File: src/rtl/md_pkg.sv
// md_pkg: op codes, issue FSM encoding and tag width shared by md_issue_ctrl and multdiv
package md_pkg;
  localparam int TAG_W_DEF = 5;
  typedef enum logic [3:0] {
    OP_NONE  = 4'd0,
    OP_MULT  = 4'd1,
    OP_MULTU = 4'd2,
    OP_DIV   = 4'd3,
    OP_DIVU  = 4'd4,
    OP_MFHI  = 4'd5,
    OP_MFLO  = 4'd6,
    OP_MTHI  = 4'd7,
    OP_MTLO  = 4'd8
  } md_op_e;
  typedef enum logic [1:0] {S_IDLE, S_ISSUE, S_WAIT, S_RESP} md_state_e;
  function automatic logic op_legal(logic [3:0] op);
    return op <= 4'(OP_MTLO);
  endfunction
  function automatic logic op_long(logic [3:0] op);
    return op inside {OP_MULT, OP_MULTU, OP_DIV, OP_DIVU};
  endfunction
  function automatic logic op_read(logic [3:0] op);
    return op inside {OP_MFHI, OP_MFLO};
  endfunction
endpackage

File: src/rtl/md_issue_ctrl.sv
// md_issue_ctrl: sequences one HI/LO operation at a time into multdiv and returns MFHI/MFLO data
module md_issue_ctrl
  import md_pkg::*;
#(
  parameter int TAG_W = TAG_W_DEF
) (
  input  logic             clk,
  input  logic             reset,
  input  logic             flush_in,
  input  logic             req_valid,
  output logic             req_ready,
  input  logic [3:0]       req_op,
  input  logic [31:0]      req_a,
  input  logic [31:0]      req_b,
  input  logic [TAG_W-1:0] req_tag,
  output logic             resp_valid,
  input  logic             resp_ready,
  output logic [31:0]      resp_data,
  output logic [TAG_W-1:0] resp_tag,
  output logic [3:0]       md_op,
  output logic [31:0]      md_a,
  output logic [31:0]      md_b,
  output logic             md_flush,
  input  logic [31:0]      md_c,
  input  logic             md_busy,
  output logic             pending
);
  md_state_e state, state_n;
  logic [3:0] op_q;
  logic [31:0] a_q, b_q;
  logic [TAG_W-1:0] tag_q;
  logic first_q;
  logic take;
  always_comb begin
    req_ready = state == S_IDLE && !flush_in && !reset;
    take = req_valid && req_ready && op_legal(req_op);
    md_op = state == S_ISSUE ? op_q : 4'(OP_NONE);
    md_a = state == S_ISSUE ? a_q : '0;
    md_b = state == S_ISSUE ? b_q : '0;
    md_flush = flush_in;
    pending = state != S_IDLE;
    resp_valid = state == S_RESP;
    state_n = state;
    // busy only rises the cycle after issue, so the first WAIT cycle ignores it
    if (flush_in) state_n = S_IDLE;
    else
      case (state)
        S_IDLE:  state_n = take ? S_ISSUE : S_IDLE;
        S_ISSUE: state_n = op_long(op_q) ? S_WAIT : op_read(op_q) ? S_RESP : S_IDLE;
        S_WAIT:  state_n = !first_q && !md_busy ? S_IDLE : S_WAIT;
        default: state_n = resp_ready ? S_IDLE : S_RESP;
      endcase
  end
  always_ff @(posedge clk)
    if (reset) begin
      state <= S_IDLE;
      op_q <= '0;
      a_q <= '0;
      b_q <= '0;
      tag_q <= '0;
      first_q <= 1'b0;
      resp_data <= '0;
      resp_tag <= '0;
    end else begin
      state <= state_n;
      first_q <= state == S_ISSUE;
      if (take) begin
        op_q <= req_op;
        a_q <= req_a;
        b_q <= req_b;
        tag_q <= req_tag;
      end
      if (state == S_ISSUE && op_read(op_q) && !flush_in) begin
        resp_data <= md_c;
        resp_tag <= tag_q;
      end
    end
endmodule

File: config.mk
export PLATFORM = sky130hd
export DESIGN_NAME = md_issue_ctrl
export DESIGN_NICKNAME = d
export VERILOG_FILES = /design/src/rtl/md_pkg.sv /design/src/rtl/md_issue_ctrl.sv
export SDC_FILE = /design/constraint.sdc
export NUM_CORES = 1
export LEC_CHECK = 0
export ABC_AREA = 1
export CAP_MARGIN = 0
export CORE_AREA = 5 5 157 84
export CTS_CLUSTER_SIZE = 40
export DETAILED_ROUTE_END_ITERATION = 16
export DIE_AREA = 0 0 162 89
export PLACE_DENSITY_LB_ADDON = 0.25
export SLEW_MARGIN = 0
export SYNTH_ARGS = -nofsm -noshare
export SYNTH_HDL_FRONTEND = slang
export SYNTH_SLANG_ARGS = --single-unit
File: constraint.sdc
create_clock -name clk -period 2.5 [get_ports clk]
set_clock_uncertainty 0.15 [all_clocks]
set_input_delay 0.5 -clock clk [delete_from_list [all_inputs] [get_ports clk]]
set_output_delay 0.5 -clock clk [all_outputs]
set_load 0.005 [all_outputs]
# --- After elaboration in Yosys (flattened, before gate mapping) ---
# Cells that the tools add are included.
classes:
  muxes: 9
  order_cmp: 1
  n_reduce_logical: 16
  n_eq_ne: 9
op_table:
  columns: ["op", "count"]
  rows:
  - ["$mux 32", 2]
  - ["$eq 4x3->1 const B", 3]
  - ["$eq 4x2->1 const B", 2]
  - ["$mux 2", 4]
  - ["$logic_and 1x1->1", 7]
  - ["$pmux 2 s3", 1]
  - ["$eq 2x2->1 const B", 2]
  - ["$eq 4x1->1 const B", 1]
  - ["$le 4x4->1 const B", 1]
  - ["$logic_not 1->1", 4]
  - ["$mux 4", 1]
  - ["$reduce_bool 2->1", 2]
  - ["$reduce_bool 4->1", 1]
  - ["$eq 2x1->1 const B", 1]
  - ["$logic_not 2->1", 1]
  - ["$reduce_or 2->1", 1]
  - ["$mux 1", 1]
totals:
  ff_bits: 113
  out_inout_bits: 109

# --- Longest topological paths before layout ---
# Gate-level depths: netlist of the first run.
logic_depth:
  word_depth: 7
  ltp_mapped: 8
  mapped_depth_nobuf: 7

# --- Worst setup path before layout of the first run ---
# No wires, ideal clock.
synth_path:
  path_type: "reg-to-output"
  start: "register state[1]"
  end: "output port md_b[21]"
  n_path_buf: 2
  path_stages_with_launch: 6
  setup_slack_ps: 792
  arrival_ps: 1058
  path_cell_list: "dfxtp_1 -> inv_1 -> nand2_1 -> buf_2 -> buf_1 -> nor2_1"
synth_between:
  elab_chain_cells: 2
synth_lines:
  columns: ["element", "line", "rtl"]
  rows:
  - ["from (decl)", "md_issue_ctrl.sv:28", "md_state_e state, state_n;"]
  - ["from (signal assigned)", "md_issue_ctrl.sv:65", "state <= state_n;"]
  - ["$eq 2x1->1", "md_issue_ctrl.sv:39", "md_b = state == S_ISSUE ? b_q : '0;"]
  - ["$mux 32", "md_issue_ctrl.sv:39", null]
  - ["to (decl)", "md_issue_ctrl.sv:22", "output logic [31:0] md_b,"]
# No other way between the ends.

# --- Worst setup path in the final report of the first run ---
layout_path:
  start: "input port flush_in"
  end: "output port req_ready"
layout_between:
  elab_chain_cells: 3
layout_lines:
  columns: ["element", "line", "rtl"]
  rows:
  - ["from (decl)", "md_issue_ctrl.sv:9", "input logic flush_in,"]
  - ["$logic_not 1->1", "md_issue_ctrl.sv:35", "req_ready = state == S_IDLE && !flush_in && !reset;"]
  - ["$logic_and 1x1->1 (2 in a row)", "md_issue_ctrl.sv:35", null]
  - ["to (decl)", "md_issue_ctrl.sv:11", "output logic req_ready,"]
# No other way between the ends.

==> results.json, run 1 <==
{
  "grt_usage_pct": 21.73,
  "worstMarginPinSlew_ps": 817.8,
  "place.port_buffers": 219,
  "grt_pass1_wl_um": 25420,
  "dr.pass1.iters": 5,
  "fp.coreArea_sq_um": 11560,
  "ys_seq_elements": 113,
  "vdd_drop_max_v": 0.0004295,
  "globalplace.congestion": 0.8318,
  "num_io_pins": 220,
  "antennaDiodeCount": 0,
  "vias": 5521,
  "grt_max_degree": 76,
  "drive_gt1_share_pct": 6.256,
  "critical_path.top_delay_family": "buffers and inverters",
  "crit_path_frequent_cell": "clkdlybuf4s50_1",
  "area_growth_pct": 55.45,
  "hold_start": "reset",
  "grt_pass1_vias": 5223,
  "r2r_cells": 8,
  "regArea_sq_um": 2263,
  "dp_cells": 1154,
  "clock_latency_ps": 400,
  "rsz0062_at_grt": "false",
  "routed_wl_um": 15960,
  "fin_cells": 1189,
  "cts_max_level": 4,
  "wl_per_cell_um": 13.42,
  "synth_area_sq_um": 5316,
  "power_density_nw_per_um2": 555.1,
  "place_hpwl_um": 10900,
  "cp_slowest_stage_delay_ps": 500,
  "fin_crit_sh_pct": 97.18,
  "min_path_type": "in2reg",
  "initial_utilization_pct": 45.98,
  "slew_headroom_pct": 45.48,
  "route.detailed.drc": 0,
  "multiInputGateArea_sq_um": 2059,
  "fp.dieW_um": 162,
  "path_cells": "clkdlybuf4s50_1 > nor2_2 > nand2_1 > inv_1 > clkdlybuf4s50_1",
  "hold_path_end": "state[0]$_SDFF_PP0_",
  "vias_per_cell": 4.643,
  "power.leakage_uw": 0.003298,
  "setup_violations": 0,
  "hold_depth": 4,
  "syn_area_per_cell_sq_um": 6.460,
  "drt_iter0_drc": 344,
  "cts_tree": "built",
  "root_buffer": "clkbuf_16",
  "cts_buffers": 17,
  "clock_sinks": 113,
  "syn_nets": 934,
  "final_nets": 1137,
  "worstSetupPathType": "in2out",
  "finalSetupTns_ps": 0,
  "end_kind": "output port",
  "antenna_found_initial": 0,
  "dieArea_sq_um": 14420,
  "r2r_slack_ps": 740,
  "maxCapViolCount": 0,
  "finalCriticalPeriod_ps": 2430,
  "slew_violations": 0,
  "grt_remaining_overflow": 0,
  "arrival_ps": 1780,
  "clock_path_buffers": 2,
  "r2r-start": "state[0]$_SDFF_PP0_",
  "cp_num_buf_inv": 3,
  "status": "finished, final reports clean",
  "num-fill-cells": 944,
  "clock.fmax_ghz": 0.4116,
  "row_count": 28,
  "antenna_left": 0,
  "rr_endpoint": "tag_q[0]$_SDFFE_PP0P_",
  "yosysSeqAreaShare_pct": 42.55,
  "dieHeight_um": 89,
  "clkTransAtPathRegs_ps": 50,
  "required_ps": 1850,
  "synth_cell_types": 19,
  "cp-start-kind": "input pin",
  "syn_inst": 823,
  "hold_viol": 0,
  "crit_fanout": 3,
  "synth_warnings": 0,
  "cp_slowest_cell": "clkdlybuf4s50_1"
}
[worst register-to-register path, stage by stage (launching register included)]
cell	delay, ps
dfxtp_2	350
nor2_1	150
nand2_1	90
buf_4	140
nor2_4	170
nand2_2	110
buf_4	260
nand2_1	120
a21oi_1	70
[cell usage in the layout, fill, tap and decap left out, types with 3 or more instances in the layout]
cell type	Yosys	final
a21oi_1	73	73
buf_12	0	6
buf_4	2	16
clkbuf_16	0	17
clkdlybuf4s50_1	0	211
clkinv_2	0	3
clkinvlp_4	0	6
dfxtp_1	113	112
dlymetal6s2s_1	0	7
inv_1	190	189
nand2_1	157	155
nand3_1	76	76
nand4_1	37	37
nor2_1	111	110
[kinds of logic (layout without fill, tap and decap cells)]
group | Yosys count | count (layout) | synth area share, %
compound gates | 76 | 76 | 7.249
flops | 113 | 113 | 42.55
simple gates | 385 | 385 | 30.95
buf+inv | 249 | 465 | 19.25
[repair_timing]
action,in CTS,in global routing
hold buffers,0,0
pin swaps,1,0
gates resized for setup,2,10
setup buffers,3,0
setup endpoints to repair,61,63
hold endpoints to repair,0,0
[cell usage after synthesis (all sizes together)]
cell type  count  area share, %
a21boi         1           0.14
a21oi         73            6.9
buf           40            4.5
clkbuf        18            1.3
dfxtp        113             43
inv          191             13
nand2        157             11
nand3         77            7.3
nand4         37            4.4
nor2         113            8.1
nor3           1          0.094
o211ai         1           0.14
o21ai          1          0.094
[layer usage]
layer | vias up | routed length, um | global-route usage, %
li1 | 2884 | - | -
met5 | - | 0 | 0
met1 | 2432 | 7323 | 28.39
met4 | 0 | 60 | 5.142
met2 | 199 | 7142 | 34.99
met3 | 6 | 1431 | 7.784
[worst max-delay path by stage]
stage / startpoint / end / slack (ps) / depth (start not counted)
2_1_floorplan: state[1]$_SDFF_PP0_ / md_b[21] / 790 / 5
3_3_place_gp: flush_in / req_ready / 70 / 5
3_5_place_dp: flush_in / req_ready / 60 / 5
5_1_grt: state[1]$_SDFF_PP0_ / md_b[1] / 0.5 / 5
6_report: flush_in / req_ready / 70 / 5
4_1_cts: state[1]$_SDFF_PP0_ / md_op[1] / 20 / 5
[per-stage QoR]
stage	util, %	hold WS, ps	power [uW]	instance area (sq um)	setup slack (ps)
2_1_floorplan	-	289.6	2048	5316	792.1
5_1_grt	71.48	244.6	4748	8264	0.5300
3_5_place_dp	66.01	302.8	2274	7631	55.37
4_1_cts	71.28	219.1	4629	8240	23.57
3_3_place_gp	66.01	299.4	2271	7631	67.23
6_report	71.48	219.9	4587	8264	70.38
[flip-flops by register name, summed over array words and instances, names as in the netlist]
signal / cells
tag_q: 5
a_q: 32
op_q: 4
b_q: 32
first_q: 1
state: 2
resp_tag: 5
resp_data: 32
[power by group]
part	leakage (uW)	internal, uW	total [uW]	switching (uW)
Sequential	0.000913	1830	1850	14.5
Combinational	0.00212	217	394	177
Clock	0.000267	1490	2350	858
[layout make-up]
cell class / count / share of cell area, %
Inverter: 191 / 8.675
Clock buffer: 19 / 5.360
Tap cell: 150 / 2.271
Multi-Input combinational cell: 461 / 24.92
Clock inverter: 13 / 1.665
Sequential cell: 113 / 27.39
Timing Repair Buffer: 242 / 29.72
No activity file was read; power rests on OpenSTA's default activity.
==> run 2: changes to the inputs <==
- CORE_AREA: 5 5 157 84 -> 5 5 170 90
- DIE_AREA: 0 0 162 89 -> 0 0 175 95
==> results.json, run 2 (synthesis results as in run 1) <==
{
  "rr_endpoint": "resp_data[17]$_SDFFE_PP0P_",
  "power.leakage_uw": 0.003331,
  "worstSetupPathType": "reg2out",
  "grt_pass1_wl_um": 26140,
  "drive_gt1_share_pct": 6.093,
  "row_count": 31,
  "r2r_cells": 9,
  "cts_tree": "built",
  "initial_utilization_pct": 38.29,
  "layout_common_cells": "clkdlybuf4s50_1 (209), inv_1 (189), nand2_1 (155)",
  "root_buffer": "clkbuf_16",
  "wl_per_cell_um": 13.56,
  "hold_start": "a_q[31]$_SDFFE_PP0P_",
  "fin_total_pwr_uw": 4718,
  "slew_headroom_pct": 43.49,
  "clock.fmax_ghz": 0.4113,
  "crit_fanout": 32,
  "end_kind": "output port",
  "place_hpwl_um": 11060,
  "min_path_type": "reg2reg",
  "mostFrequentLayoutCell": "clkdlybuf4s50_1",
  "antenna_left": 0,
  "dieArea_sq_um": 16630,
  "setup_violations": 0,
  "hold_buffers": 0,
  "cp_num_buf_inv": 3,
  "vias_per_cell": 4.535,
  "vdd_drop_max_v": 0.0003374,
  "status": "finished, final reports clean",
  "arrival_ps": 1780,
  "finalCriticalPeriod_ps": 2431,
  "fp.coreArea_sq_um": 13890,
  "routed_wl_um": 16480,
  "place.port_buffers": 219,
  "path_cells": "inv_2 > nand2_4 > buf_12 > nor2_2 > clkdlybuf4s50_1",
  "r2r-start": "state[1]$_SDFF_PP0_",
  "fp.dieW_um": 175,
  "antennaDiodeCount": 0,
  "cts_buffers": 17,
  "grt_max_degree": 75,
  "cp-start-kind": "register",
  "dr.pass1.iters": 4,
  "vias": 5510,
  "globalplace.congestion": 0.7877,
  "final_nets": 1132,
  "num_io_pins": 220,
  "dieHeight_um": 95,
  "hold_path_end": "a_q[31]$_SDFFE_PP0P_",
  "hold_viol": 0,
  "clock_sinks": 113,
  "drt_iter0_drc": 332,
  "hold_depth": 2,
  "multiInputGateArea_sq_um": 2072,
  "required_ps": 1850,
  "cp_slowest_stage_delay_ps": 520,
  "slew_violations": 0,
  "area_growth_pct": 56.15,
  "clock_latency_ps": 390,
  "num-fill-cells": 1332,
  "antenna_found_initial": 1,
  "power_density_nw_per_um2": 568.3,
  "route.detailed.drc": 0,
  "grt_remaining_overflow": 0,
  "critical_path.top_delay_family": "buffers and inverters",
  "clock_path_buffers": 2,
  "r2r_slack_ps": 770,
  "worstMarginPinSlew_ps": 847.7,
  "cts_max_level": 4,
  "maxCapViolCount": 0,
  "finalSetupTns_ps": 0,
  "grt_pass1_vias": 5178,
  "clkTransAtPathRegs_ps": 50,
  "cp_slowest_cell": "clkdlybuf4s50_1",
  "reg_top3": "a_q: 32 flops, b_q: 32 flops, resp_data: 32 flops",
  "grt_usage_pct": 19.27,
  "regArea_sq_um": 2263,
  "fin_crit_sh_pct": 97.25
}
## run 2: worst max path at each step
stage | from | depth (start not counted) | to
global placement | flush_in | 5 | req_ready
global route | state[1]$_SDFF_PP0_ | 5 | md_b[13]
CTS | state[1]$_SDFF_PP0_ | 5 | md_a[28]
finish | state[1]$_SDFF_PP0_ | 5 | md_a[21]
floorplan | state[1]$_SDFF_PP0_ | 5 | md_b[21]
detailed placement | flush_in | 5 | req_ready
## run 2: tightest hold or removal path, delay by kind of cell (launching register included)
family          cells  cell delay, ps
compound gates      1              50
flops               1             300
simple gates        1              60
## run 2: layout make-up
type                       count  share of cell area, %
multi-input combinational    461                  24.96
sequential                   113                  27.26
inverter                     191                  8.636
timing repair buffer         237                  29.09
clock buffer                  23                  5.757
clock inverter                 9                  1.567
tap                          181                  2.728
## run 2: timing repair
| action | 4_1_cts | 5_1_grt |
|---|---|---|
| setup buffers | 0 | 0 |
| setup endpoints to repair | 64 | 14 |
| resized for setup | 5 | 14 |
| gates cloned | 1 | 0 |
## run 2: power breakdown
| group | total [uW] | internal [uW] | leakage [uW] | switching (uW) |
|---|---|---|---|---|
| clock | 2480 | 1640 | 0.000285 | 834 |
| sequential | 1840 | 1830 | 0.000913 | 13.7 |
| combinational | 395 | 214 | 0.00213 | 181 |
## run 2: through the flow
step	util [%]	instance area (sq um)	instances	hold WS, ps	worst slack [ps]
final	59.79	8302	1215	308.5	68.73
after global routing	59.79	8302	1215	319.9	-0.8706
after CTS	59.53	8267	1215	310.1	41.64
after detailed placement	54.89	7622	1182	301.9	82.00
after global placement	54.89	7622	1182	299.8	95.02
after floorplan	-	5316	823	289.6	792.1
## run 2: per-layer routing
layer	up-vias	wire (um)	track usage, %
met4	2	57	3.396
met3	13	1563	8.000
met2	178	6913	29.36
li1	2867	-	-
met1	2450	7937	26.02
met5	-	7	0
==> run 3: changes to the inputs <==
- CORE_AREA: 5 5 170 90 -> 2 2 167 87
- DIE_AREA: 0 0 175 95 -> 0 0 169 89
==> results.json, run 3 (synthesis results as in run 1) <==
{
  "status": "finished, final reports clean",
  "sw_frac_of_total_pct": 22.87,
  "crit_fanout": 18,
  "hold_viol": 0,
  "fp.coreArea_sq_um": 13440,
  "initial_utilization_pct": 39.56,
  "slew_violations": 0,
  "grt_remaining_overflow": 0,
  "globalplace.congestion": 0.7933,
  "fin_crit_sh_pct": 97.70,
  "dieHeight_um": 89,
  "row_count": 30,
  "dieArea_sq_um": 15040,
  "r2r_cells": 8,
  "p_sw_uw": 1057,
  "comb_power_share_pct": 8.5,
  "cts_tree": "built",
  "pwr-share-clk_pct": 51.6,
  "place.port_buffers": 219,
  "wl_per_cell_um": 12.86,
  "cts_buffers": 17,
  "area_growth_pct": 56.46,
  "finalCriticalPeriod_ps": 2442,
  "grt_pass1_wl_um": 24440,
  "finalSetupTns_ps": 0,
  "fin_cells": 1212,
  "holdWs_ps": 219.7,
  "pre_cts_ws_ps": 75.88,
  "arrival_ps": 1790,
  "num-fill-cells": 1280,
  "dr.pass1.iters": 4,
  "vdd_drop_max_v": 0.0003946,
  "reg_top3": "a_q: 32 flops, b_q: 32 flops, resp_data: 32 flops",
  "vias_per_cell": 4.568,
  "power_density_nw_per_um2": 555.9,
  "worstSetupPathType": "reg2out",
  "clkTransAtPathRegs_ps": 50,
  "fp.dieW_um": 169,
  "num_io_pins": 220,
  "cts_max_level": 4,
  "route.detailed.drc": 0,
  "min_path_type": "in2reg",
  "place_hpwl_um": 10100,
  "cp-start-kind": "register",
  "grt_max_degree": 76,
  "clock.fmax_ghz": 0.4094,
  "worstMarginPinSlew_ps": 810.3,
  "drive_gt1_share_pct": 6.371,
  "antennaDiodeCount": 0,
  "required_ps": 1850,
  "end_kind": "output port",
  "clock_latency_ps": 390,
  "power.leakage_uw": 0.003307,
  "hold_depth": 4,
  "mostFrequentLayoutCell": "clkdlybuf4s50_1",
  "grt_pass1_vias": 5138,
  "setup_slack_ps": 57.62,
  "power.internal_uw": 3566,
  "setup_violations": 0,
  "root_buffer": "clkbuf_16",
  "routed_wl_um": 15590,
  "layout_common_cells": "clkdlybuf4s50_1 (211), inv_1 (189), nand2_1 (155)",
  "dp_cells": 1178,
  "antenna_found_initial": 0,
  "maxCapViolCount": 0,
  "vias": 5537,
  "slew_headroom_pct": 45.98,
  "clock_path_buffers": 2,
  "grt_usage_pct": 20.24,
  "power_frac_seq_pct": 39.9,
  "clock_sinks": 113,
  "drt_iter0_drc": 297,
  "fin_total_pwr_uw": 4624,
  "final_nets": 1134,
  "antenna_left": 0
}
-- run 3: critical path, stage by stage (launching register included) --
cell,delay [ps]
dfxtp_1,340
inv_2,120
nand2_8,110
clkbuf_16,200
nor2_2,110
clkdlybuf4s50_1,510
-- run 3: layout make-up --
class | instances | area, sq um | area share, %
clock inverter | 12 | 135.1 | 1.625
multi-input combinational | 461 | 2078 | 24.98
tap | 176 | 220.2 | 2.647
sequential | 113 | 2263 | 27.21
timing repair buffer | 239 | 2447 | 29.42
inverter | 191 | 716.9 | 8.619
clock buffer | 20 | 456.7 | 5.490
-- run 3: per-layer routing --
metal	GRT usage, %	part of all wire [%]	vias to the layer above
met3	5.179	4.6	20
met2	35.80	50	128
met1	23.90	44	2509
met5	0	0	-
li1	-	-	2880
met4	8.780	2.0	0
-- run 3: power groups by stage --
stage	combinational, uW	clock, uW	sequential [uW]
2_1_floorplan	168	0	1880
3_5_place_dp	390	0	1880
5_1_grt	429	2530	1850
3_3_place_gp	388	0	1880
6_report	392	2390	1840
4_1_cts	393	2450	1840
-- run 3: worst paths after layout --
kind                         startpoint                    end  slack, ps
hold reg to reg   tag_q[1]$_SDFFE_PP0P_  tag_q[1]$_SDFFE_PP0P_        310
setup / recovery    state[1]$_SDFF_PP0_               md_a[12]         60
setup reg to reg    state[0]$_SDFF_PP0_   a_q[17]$_SDFFE_PP0P_        650
hold / removal                    reset    state[0]$_SDFF_PP0_        220
-- run 3: repair_timing --
action / CTS / global route
setup buffers: 0 / 1
endpoints found under the setup margin: 60 / 62
pin swaps: 0 / 0
cloned: 0 / 1
gates resized for setup: 4 / 12
hold buffers: 0 / 0
-- run 3: per-stage QoR --
stage | area, sq um | util, %
6_report | 8318 | 61.90
5_1_grt | 8318 | 61.90
4_1_cts | 8252 | 61.41
3_5_place_dp | 7649 | 56.92
3_3_place_gp | 7649 | 56.92
2_1_floorplan | 5316 | -
